`src/rtl/ascon_perm_unrolled.sv`:
```
// Ascon-p permutation engine: UNROLL rounds per clock and 1..12 rounds per request.
// Uses a valid/ready handshake on both sides, with pass-through from HOLD to RUN for back-to-back work.
module ascon_perm_unrolled #(
   parameter int UNROLL    = 2,
   parameter bit RESET_OUT = 1'b1
) (
   input  logic         clk,
   input  logic         rst,
   input  logic         in_valid,
   output logic         in_ready,
   input  logic [3:0]   nrounds,
   input  logic [319:0] state_in,
   output logic         out_valid,
   input  logic         out_ready,
   output logic [319:0] state_out,
   output logic         busy,
   output logic         err
);

   typedef enum logic [1:0] {IDLE, RUN, HOLD} state_t;

   state_t       state;
   logic [3:0]   r;
   logic [3:0]   r_next;
   logic [319:0] x;
   logic [319:0] x_next;
   logic         accept;
   logic         legal;
   logic         finish;

   function automatic logic [63:0] rotr(input logic [63:0] v, input int n);
      return (v >> n) | (v << (64 - n));
   endfunction

   // One Ascon round: round constant into x2, bitsliced S-box, then linear diffusion.
   function automatic logic [319:0] round_fn(input logic [319:0] s, input logic [3:0] ri);
      logic [63:0] a0, a1, a2, a3, a4;
      logic [63:0] t0, t1, t2, t3, t4;
      a0 = s[319:256];
      a1 = s[255:192];
      a2 = s[191:128] ^ {56'd0, 4'hF - ri, ri};
      a3 = s[127:64];
      a4 = s[63:0];
      a0 = a0 ^ a4;
      a4 = a4 ^ a3;
      a2 = a2 ^ a1;
      t0 = a0 ^ (~a1 & a2);
      t1 = a1 ^ (~a2 & a3);
      t2 = a2 ^ (~a3 & a4);
      t3 = a3 ^ (~a4 & a0);
      t4 = a4 ^ (~a0 & a1);
      t1 = t1 ^ t0;
      t0 = t0 ^ t4;
      t3 = t3 ^ t2;
      t2 = ~t2;
      a0 = t0 ^ rotr(t0, 19) ^ rotr(t0, 28);
      a1 = t1 ^ rotr(t1, 61) ^ rotr(t1, 39);
      a2 = t2 ^ rotr(t2, 1)  ^ rotr(t2, 6);
      a3 = t3 ^ rotr(t3, 10) ^ rotr(t3, 17);
      a4 = t4 ^ rotr(t4, 7)  ^ rotr(t4, 41);
      return {a0, a1, a2, a3, a4};
   endfunction

   always_comb begin
      x_next = x;
      for (int k = 0; k < UNROLL; k++) begin
         x_next = round_fn(x_next, r + 4'(k));
      end
   end

   assign r_next   = r + 4'(UNROLL);
   assign legal    = (nrounds != 4'd0) && (nrounds <= 4'd12) && ((nrounds % 4'(UNROLL)) == 4'd0);
   assign in_ready = (state == IDLE) || ((state == HOLD) && out_ready);
   assign accept   = in_valid && in_ready;
   assign finish   = (state == RUN) && (r_next == 4'd12);

   // An illegal request still completes its handshake, but it only raises err and leaves the engine idle.
   always_ff @(posedge clk) begin
      if (rst) begin
         state     <= IDLE;
         r         <= 4'd0;
         busy      <= 1'b0;
         out_valid <= 1'b0;
         err       <= 1'b0;
      end else begin
         err <= 1'b0;
         unique case (state)
            RUN: begin
               r <= r_next;
               if (r_next == 4'd12) begin
                  state     <= HOLD;
                  busy      <= 1'b0;
                  out_valid <= 1'b1;
               end
            end
            default: begin
               if (accept && legal) begin
                  r         <= 4'd12 - nrounds;
                  state     <= RUN;
                  busy      <= 1'b1;
                  out_valid <= 1'b0;
               end else if (accept) begin
                  err       <= 1'b1;
                  state     <= IDLE;
                  out_valid <= 1'b0;
               end else if ((state == HOLD) && out_ready) begin
                  state     <= IDLE;
                  out_valid <= 1'b0;
               end
            end
         endcase
      end
   end

   always_ff @(posedge clk) begin
      if (state == RUN) begin
         x <= x_next;
      end else if (accept && legal) begin
         x <= state_in;
      end
   end

   // The result register stays frozen through HOLD. A reset discards any result that is still in flight.
   always_ff @(posedge clk) begin
      if (rst && RESET_OUT) begin
         state_out <= '0;
      end else if (!rst && finish) begin
         state_out <= x_next;
      end
   end

endmodule

```
`config.mk`:
```
export PLATFORM = sky130hd
export DESIGN_NAME = ascon_perm_unrolled
export DESIGN_NICKNAME = d
export VERILOG_FILES = /design/src/rtl/ascon_perm_unrolled.sv
export SDC_FILE = /design/constraint.sdc
export NUM_CORES = 2
export LEC_CHECK = 0
export ABC_AREA = 0
export ABC_CLOCK_PERIOD_IN_PS = 20300
export CORE_ASPECT_RATIO = 2
export CORE_UTILIZATION = 58
export CTS_BUF_LIST = sky130_fd_sc_hd__clkbuf_8 sky130_fd_sc_hd__clkbuf_16
export DETAILED_ROUTE_END_ITERATION = 8
export PLACE_DENSITY = 0.8
export SYNTH_ARGS = -nofsm -noshare
export SYNTH_HDL_FRONTEND = slang
export SYNTH_SLANG_ARGS = --single-unit
```
`constraint.sdc`:
```
create_clock -name clk -period 20.3 [get_ports clk]
set_input_delay 4.06 -clock clk [delete_from_list [all_inputs] [get_ports clk]]
set_output_delay 4.06 -clock clk [all_outputs]
set_load 0.01 [all_outputs]
```
==> summary.md, run 1 <==
The flow did not finish. The stage where the run came to a stop is global routing. The first error in the log reads "[ERROR GRT-0116] Global routing finished with congestion. Check the congestion regions in the DRC Viewer". Once the clock tree was built, the resizer swapped 0 gates to a different size. After technology mapping, the gate count stands at 5438. In this run the core area contains 159 standard-cell rows. In this run, distinct cell masters in the synthesized netlist total 50.

For this design, the CTS-stage hold fixing added 0 buffers. Effective utilization at floorplan: 58.6%. In this run, synthesis inferred 320 flip-flops with an integrated enable. The cell sitting at the root of the clock tree is a sky130_fd_sc_hd__clkbuf_16. The final global-route overflow total is 2346, and the number of levels in the clock H-tree is 2. Entering global routing, the biggest net connects 202 pins. Detailed placement finished with a half-perimeter wire length of 253 mm. The first-pass GRT wire length was 543 mm. Routability-driven placement finished with a final weighted congestion of 1.37.

Synthesis inferred 648 register bits. The Yosys step of the flow raised 0 warnings. Number of primary I/O pins: 652. Clock tree synthesis inserted a total of 53 buffers. The die is 438 µm tall. For the global-route total usage across every layer, the log shows 77.7%. The fraction of registers with async set or reset after synthesis works out to 0%.

Among all flip-flop cells after synthesis, the most frequent one is sky130_fd_sc_hd__dfxtp_1. The number of nets handed over by synthesis was 6019. The run gives 648 as the count of clock tree sinks. In this run the horizontal extent of the chip is 220 µm. Once the clock tree was built, the setup fixing pass inserted 0 buffers. The longest clock path from root to sink contains 3 buffers. Input and output buffers added on the ports amount to 651. The average cell area after synthesis was 10.1 µm².

For the number of global-route vias before repair, the log shows 57800. The run gives 29.3% as the part of the Yosys area used for sequential elements. The synthesized cell area came out at 55200 µm².
per-stage QoR:
step	instances	area (µm²)	hold slack (ps)	util (%)	setup WS, ps
detailed placement	7286	64200	462	68.3	10910
floorplan	5438	55200	481	-	4600
CTS	7386	66200	482	70.3	10900
global placement	7286	64200	448	68.3	10950
per-layer routing:
metal / overflow / track usage [%]
met1: 24 / 76.3
met2: 1579 / 101
met3: 38 / 55.3
met4: 703 / 79.5
met5: 2 / 18.9
cell usage after synthesis, types with 2 or more instances:
| library cell | count | area, µm² |
|---|---|---|
| sky130_fd_sc_hd__mux2_1 | 2 | 22.5 |
| sky130_fd_sc_hd__xnor3_2 | 8 | 190 |
| sky130_fd_sc_hd__a21oi_1 | 51 | 255 |
| sky130_fd_sc_hd__xor3_1 | 27 | 642 |
| sky130_fd_sc_hd__xor2_2 | 23 | 374 |
| sky130_fd_sc_hd__a211oi_1 | 151 | 1130 |
| sky130_fd_sc_hd__maj3_1 | 68 | 681 |
| sky130_fd_sc_hd__nand2_1 | 564 | 2120 |
| sky130_fd_sc_hd__nor2b_1 | 71 | 444 |
| sky130_fd_sc_hd__inv_1 | 268 | 1010 |
| sky130_fd_sc_hd__a211oi_2 | 6 | 75.1 |
| sky130_fd_sc_hd__xnor3_1 | 213 | 4800 |
| sky130_fd_sc_hd__maj3_2 | 17 | 191 |
| sky130_fd_sc_hd__xnor2_1 | 1231 | 10800 |
| sky130_fd_sc_hd__inv_2 | 4 | 15.0 |
| sky130_fd_sc_hd__nand3_1 | 2 | 10.0 |
| sky130_fd_sc_hd__buf_4 | 2 | 15.0 |
| sky130_fd_sc_hd__nor3_1 | 3 | 15.0 |
| sky130_fd_sc_hd__buf_1 | 12 | 45.0 |
| sky130_fd_sc_hd__nand3b_1 | 128 | 961 |
| sky130_fd_sc_hd__mux2i_2 | 3 | 41.3 |
| sky130_fd_sc_hd__nor2_1 | 303 | 1140 |
| sky130_fd_sc_hd__ha_1 | 253 | 3170 |
| sky130_fd_sc_hd__xor2_1 | 403 | 3530 |
| sky130_fd_sc_hd__nand2b_1 | 5 | 31.3 |
| sky130_fd_sc_hd__clkbuf_1 | 168 | 631 |
| sky130_fd_sc_hd__o21ai_0 | 379 | 1900 |
| sky130_fd_sc_hd__mux2_2 | 7 | 78.8 |
| sky130_fd_sc_hd__edfxtp_1 | 320 | 9610 |
| sky130_fd_sc_hd__and2_1 | 2 | 12.5 |
| sky130_fd_sc_hd__dfxtp_1 | 328 | 6570 |
| sky130_fd_sc_hd__xnor2_4 | 4 | 110 |
| sky130_fd_sc_hd__xor3_2 | 2 | 50.1 |
| sky130_fd_sc_hd__xnor2_2 | 177 | 2880 |
| sky130_fd_sc_hd__mux2i_1 | 84 | 841 |
| sky130_fd_sc_hd__o21a_1 | 15 | 113 |
| sky130_fd_sc_hd__o21ai_1 | 121 | 606 |
logic make-up after synthesis:
family          after synthesis  synth area share [%]
compound gates              728                  7.46
xor+xnor                   2088                  42.3
fa+ha+maj                   338                  7.32
buf+inv                     454                  3.10
flops                       648                  29.3
mux                          97                  1.82
simple gates               1085                  8.67
==> inputs of run 2 (changes only) <==
==> config.mk (replaced) <==
export PLATFORM = sky130hd
export DESIGN_NAME = ascon_perm_unrolled
export DESIGN_NICKNAME = d
export VERILOG_FILES = /design/src/rtl/ascon_perm_unrolled.sv
export SDC_FILE = /design/constraint.sdc
export NUM_CORES = 2
export LEC_CHECK = 0
export ABC_AREA = 0
export ABC_CLOCK_PERIOD_IN_PS = 20300
export CORE_UTILIZATION = 40
export DETAILED_ROUTE_END_ITERATION = 8
export PLACE_DENSITY_LB_ADDON = 0.15
export SYNTH_ARGS = -nofsm -noshare
export SYNTH_HDL_FRONTEND = slang
export SYNTH_SLANG_ARGS = --single-unit
==> summary.md, run 2 <==
The run finished with clean final reports. Setup violations remaining at the end of the flow were counted as 0. The run gives 44.2 ps as the final setup skew.

TritonCTS built the clock tree. The fraction of registers with async set or reset after synthesis works out to 0% (unchanged). In this run the worst path has a maximum fanout of 2.

The maximum number of pins on one net before global-route repair is 170, and the clock transition at the register clock pins on the worst setup and hold paths after CTS is 60 ps. The effective utilization at floorplan is 40.5% (was 58.6%), and the Yosys warning count is 0 (unchanged). Summing all flip-flop and latch instances after layout gives 16200 µm². Setup repair after global routing left no endpoint under its margin.

The post-cts repair resize count is 0 (unchanged), and the number of failing hold endpoints at the final stage is 0. On the critical path, the stage with the largest delay is an instance of sky130_fd_sc_hd__clkdlybuf4s50_1. The critical path endpoint category was a primary output. The depth of the most critical reg-to-reg path was 12.

The total number of placement rows was 135 (was 159). The floorplan step defined a die boundary enclosing 139000 µm². The reported max-cap violation count is 0, and the first-pass GRT wire length is 401 mm. The run gives 1.17 (was 1.37) as the weighted congestion reported at the end of routability-driven placement. By instance count, the cell type seen most on the critical path is sky130_fd_sc_hd__clkdlybuf4s50_1.

Cell accounting for the most synthesized area: sky130_fd_sc_hd__xnor2_1 (unchanged). The tools report the critical path data required time as 16240 ps. The number of antenna violations at the first check in global routing is 28. In the final layout, the registers with the most flip-flops are state_out x320, x x320, r x4. The tools report the length of the first detailed-routing pass in iterations as 5.

Height of the die: 373 µm (was 438 µm). The average cell area after synthesis works out to 10.1 µm² (unchanged). The run gives 45600 as the total number of vias. Share of cells above drive strength 1: 10.0%.

The final global-route overflow total was 0; the largest stage delay on the critical path was 570 ps. The most frequent cell after synthesis is sky130_fd_sc_hd__xnor2_1 (unchanged). Global routing consumed, over all layers together, 44.1% of the routing resources. The first routing iteration left 5673 violations.

Setup slack on the critical path of the routed design comes to 10920 ps. Number of buffers inserted during clock tree synthesis: 77 (was 53). The quantity of I/O buffers inserted on ports came out at 651 (unchanged). Commonest cells in the netlist: sky130_fd_sc_hd__xnor2_1 (1231), sky130_fd_sc_hd__nand2_1 (564), sky130_fd_sc_hd__xor2_1 (403) (unchanged). Top area cells in the synthesized netlist: sky130_fd_sc_hd__xnor2_1 (20%), sky130_fd_sc_hd__edfxtp_1 (17%), sky130_fd_sc_hd__dfxtp_1 (12%) (unchanged). Master cell of the clock root buffer: sky130_fd_sc_hd__clkbuf_16 (unchanged). The signal on the critical path passes through clkdlybuf4s50_1 -> inv_1 -> a21oi_1 -> clkdlybuf4s50_1.

Number of buffers inserted by post-CTS setup repair: 0 (unchanged). The count of clock tree sinks is 648 (unchanged), and the number of enable-type register cells in the synthesized netlist is 320 (unchanged). The count of nets left with antenna violations once routing finished came out at 0. The logs give 3 (unchanged) for the clock tree buffer depth and 0 ps for the setup total negative slack. The width of the die works out to 373 µm (was 220 µm).

The number of levels in the clock H-tree is 3 (was 2). The run gives 0 (unchanged) as the count of hold-fix buffers inserted at cts. The top cell types in the final layout, fill and taps aside, are sky130_fd_sc_hd__xnor2_1 (1188), sky130_fd_sc_hd__clkdlybuf4s50_1 (650), sky130_fd_sc_hd__nand2_1 (564). For the clock latency on the worst-skew pair, the log shows 720 ps. The detailed-route DRC error count was 0. The remaining max-slew budget at the tightest pin was 4.00%; the post-synthesis register bit count was 648 (unchanged). The run gives 275 mm (was 253 mm) as the post-DP HPWL. The logs give 50 (unchanged) for the number of library cell types mapped by synthesis and 10930 ps (was 10910 ps) for the setup slack at placement. The final count of pins violating max slew is 0. The min-delay analysis places its worst path in the category reg2reg. The arrival time reported for the critical path endpoint is 5320 ps, and the synthesized cell area is 55200 µm² (unchanged).

Counting I/O delays and the setup requirement, the final critical path takes 9380 ps. The run gives 29.3% (unchanged) as the part of the Yosys area used for sequential elements. Summing all multi-input logic gate instances after layout gives 37700 µm². The final critical path takes up 46.2% of the cycle.

The number of primary I/O pins came out at 652 (unchanged). The tools report the number of global-route vias before repair as 43000. The worst setup path is of the in2out kind.

The cell depth of the worst hold path was 2. Based on the critical path, the design can be clocked at up to 0.107 GHz. Commonest register cell after synthesis: sky130_fd_sc_hd__dfxtp_1 (unchanged). The run gives 5438 (unchanged) as the count of mapped cells out of synthesis.

Counting the fill cells in the layout gives 12700. After the last flow step, the layout net total stands at 6760. After floorplanning, the core was sized to cover 136000 µm². The area share of the leading cell type in the synthesized netlist is 19.5% (unchanged). In the final routed layout, each cell accounts on average for 39.3 µm.

The routed design has 316 mm of wire. Leaving out fill and tap cells, the most frequent cell in the layout is sky130_fd_sc_hd__xnor2_1. The transition at the pin with the smallest max-transition slack was 1430 ps.

Using the TritonRoute via totals, the vias-per-cell ratio works out to 5.67. The area growth from synthesis to layout is 22.7%. STA classifies the critical path startpoint as an input port.

The run gives 6019 (unchanged) as the synthesized netlist net count.
==> run 2: path summary, 6_finish.rpt <==
kind	endpoint	slack, ps	start
setup / recovery	in_ready	10920	out_ready
hold reg to reg	state_out[266]$_SDFFE_PP0P_	460	state_out[266]$_SDFFE_PP0P_
setup reg to reg	x[94]$_DFFE_PN_	13890	r[0]$_SDFFE_PP0P_
hold / removal	state_out[266]$_SDFFE_PP0P_	460	state_out[266]$_SDFFE_PP0P_
==> run 2: cells by family after synthesis <==
| group | count (synthesis) | share of synthesized area [%] |
|---|---|---|
| mux | 97 | 1.82 |
| compound gates | 728 | 7.46 |
| buf+inv | 454 | 3.10 |
| flops | 648 | 29.3 |
| xor+xnor | 2088 | 42.3 |
| simple gates | 1085 | 8.67 |
| fa+ha+maj | 338 | 7.32 |
==> run 2: layer usage <==
metal / global-route usage, % / up-vias / wire, µm
met3: 12.1 / 688 / 30500
met2: 66.5 / 2615 / 136000
met4: 35.2 / 10 / 29900
li1: - / 19500 / -
met1: 52.9 / 22700 / 120000
met5: 0 / - / 77
==> run 2: cell type report <==
cell class / count / share of cell area (%)
Antenna cell: 15 / 0.0554
Timing Repair Buffer: 844 / 11.8
Clock buffer: 104 / 3.25
Inverter: 272 / 1.51
Sequential cell: 648 / 23.9
Tap cell: 1781 / 3.29
Multi-Input combinational cell: 4336 / 55.7
Clock inverter: 40 / 0.542
==> run 2: per-stage QoR <==
stage | hold slack [ps] | instances | area [µm²] | util (%)
after floorplan | 481 | 5438 | 55200 | -
after global placement | 451 | 7881 | 65100 | 47.8
after detailed placement | 459 | 7881 | 65100 | 47.8
after CTS | 468 | 8025 | 67600 | 49.7
after global routing | 495 | 8025 | 67700 | 49.7
final | 463 | 8040 | 67700 | 49.7
==> run 2: critical path: cells and delay by family <==
kind / cells / cell delay, ps
compound gates: 1 / 190
buf+inv: 3 / 1080
Power of run 2 is not shown: default switching activity piles up to over one toggle a cycle in this logic, so the estimate is an artifact.
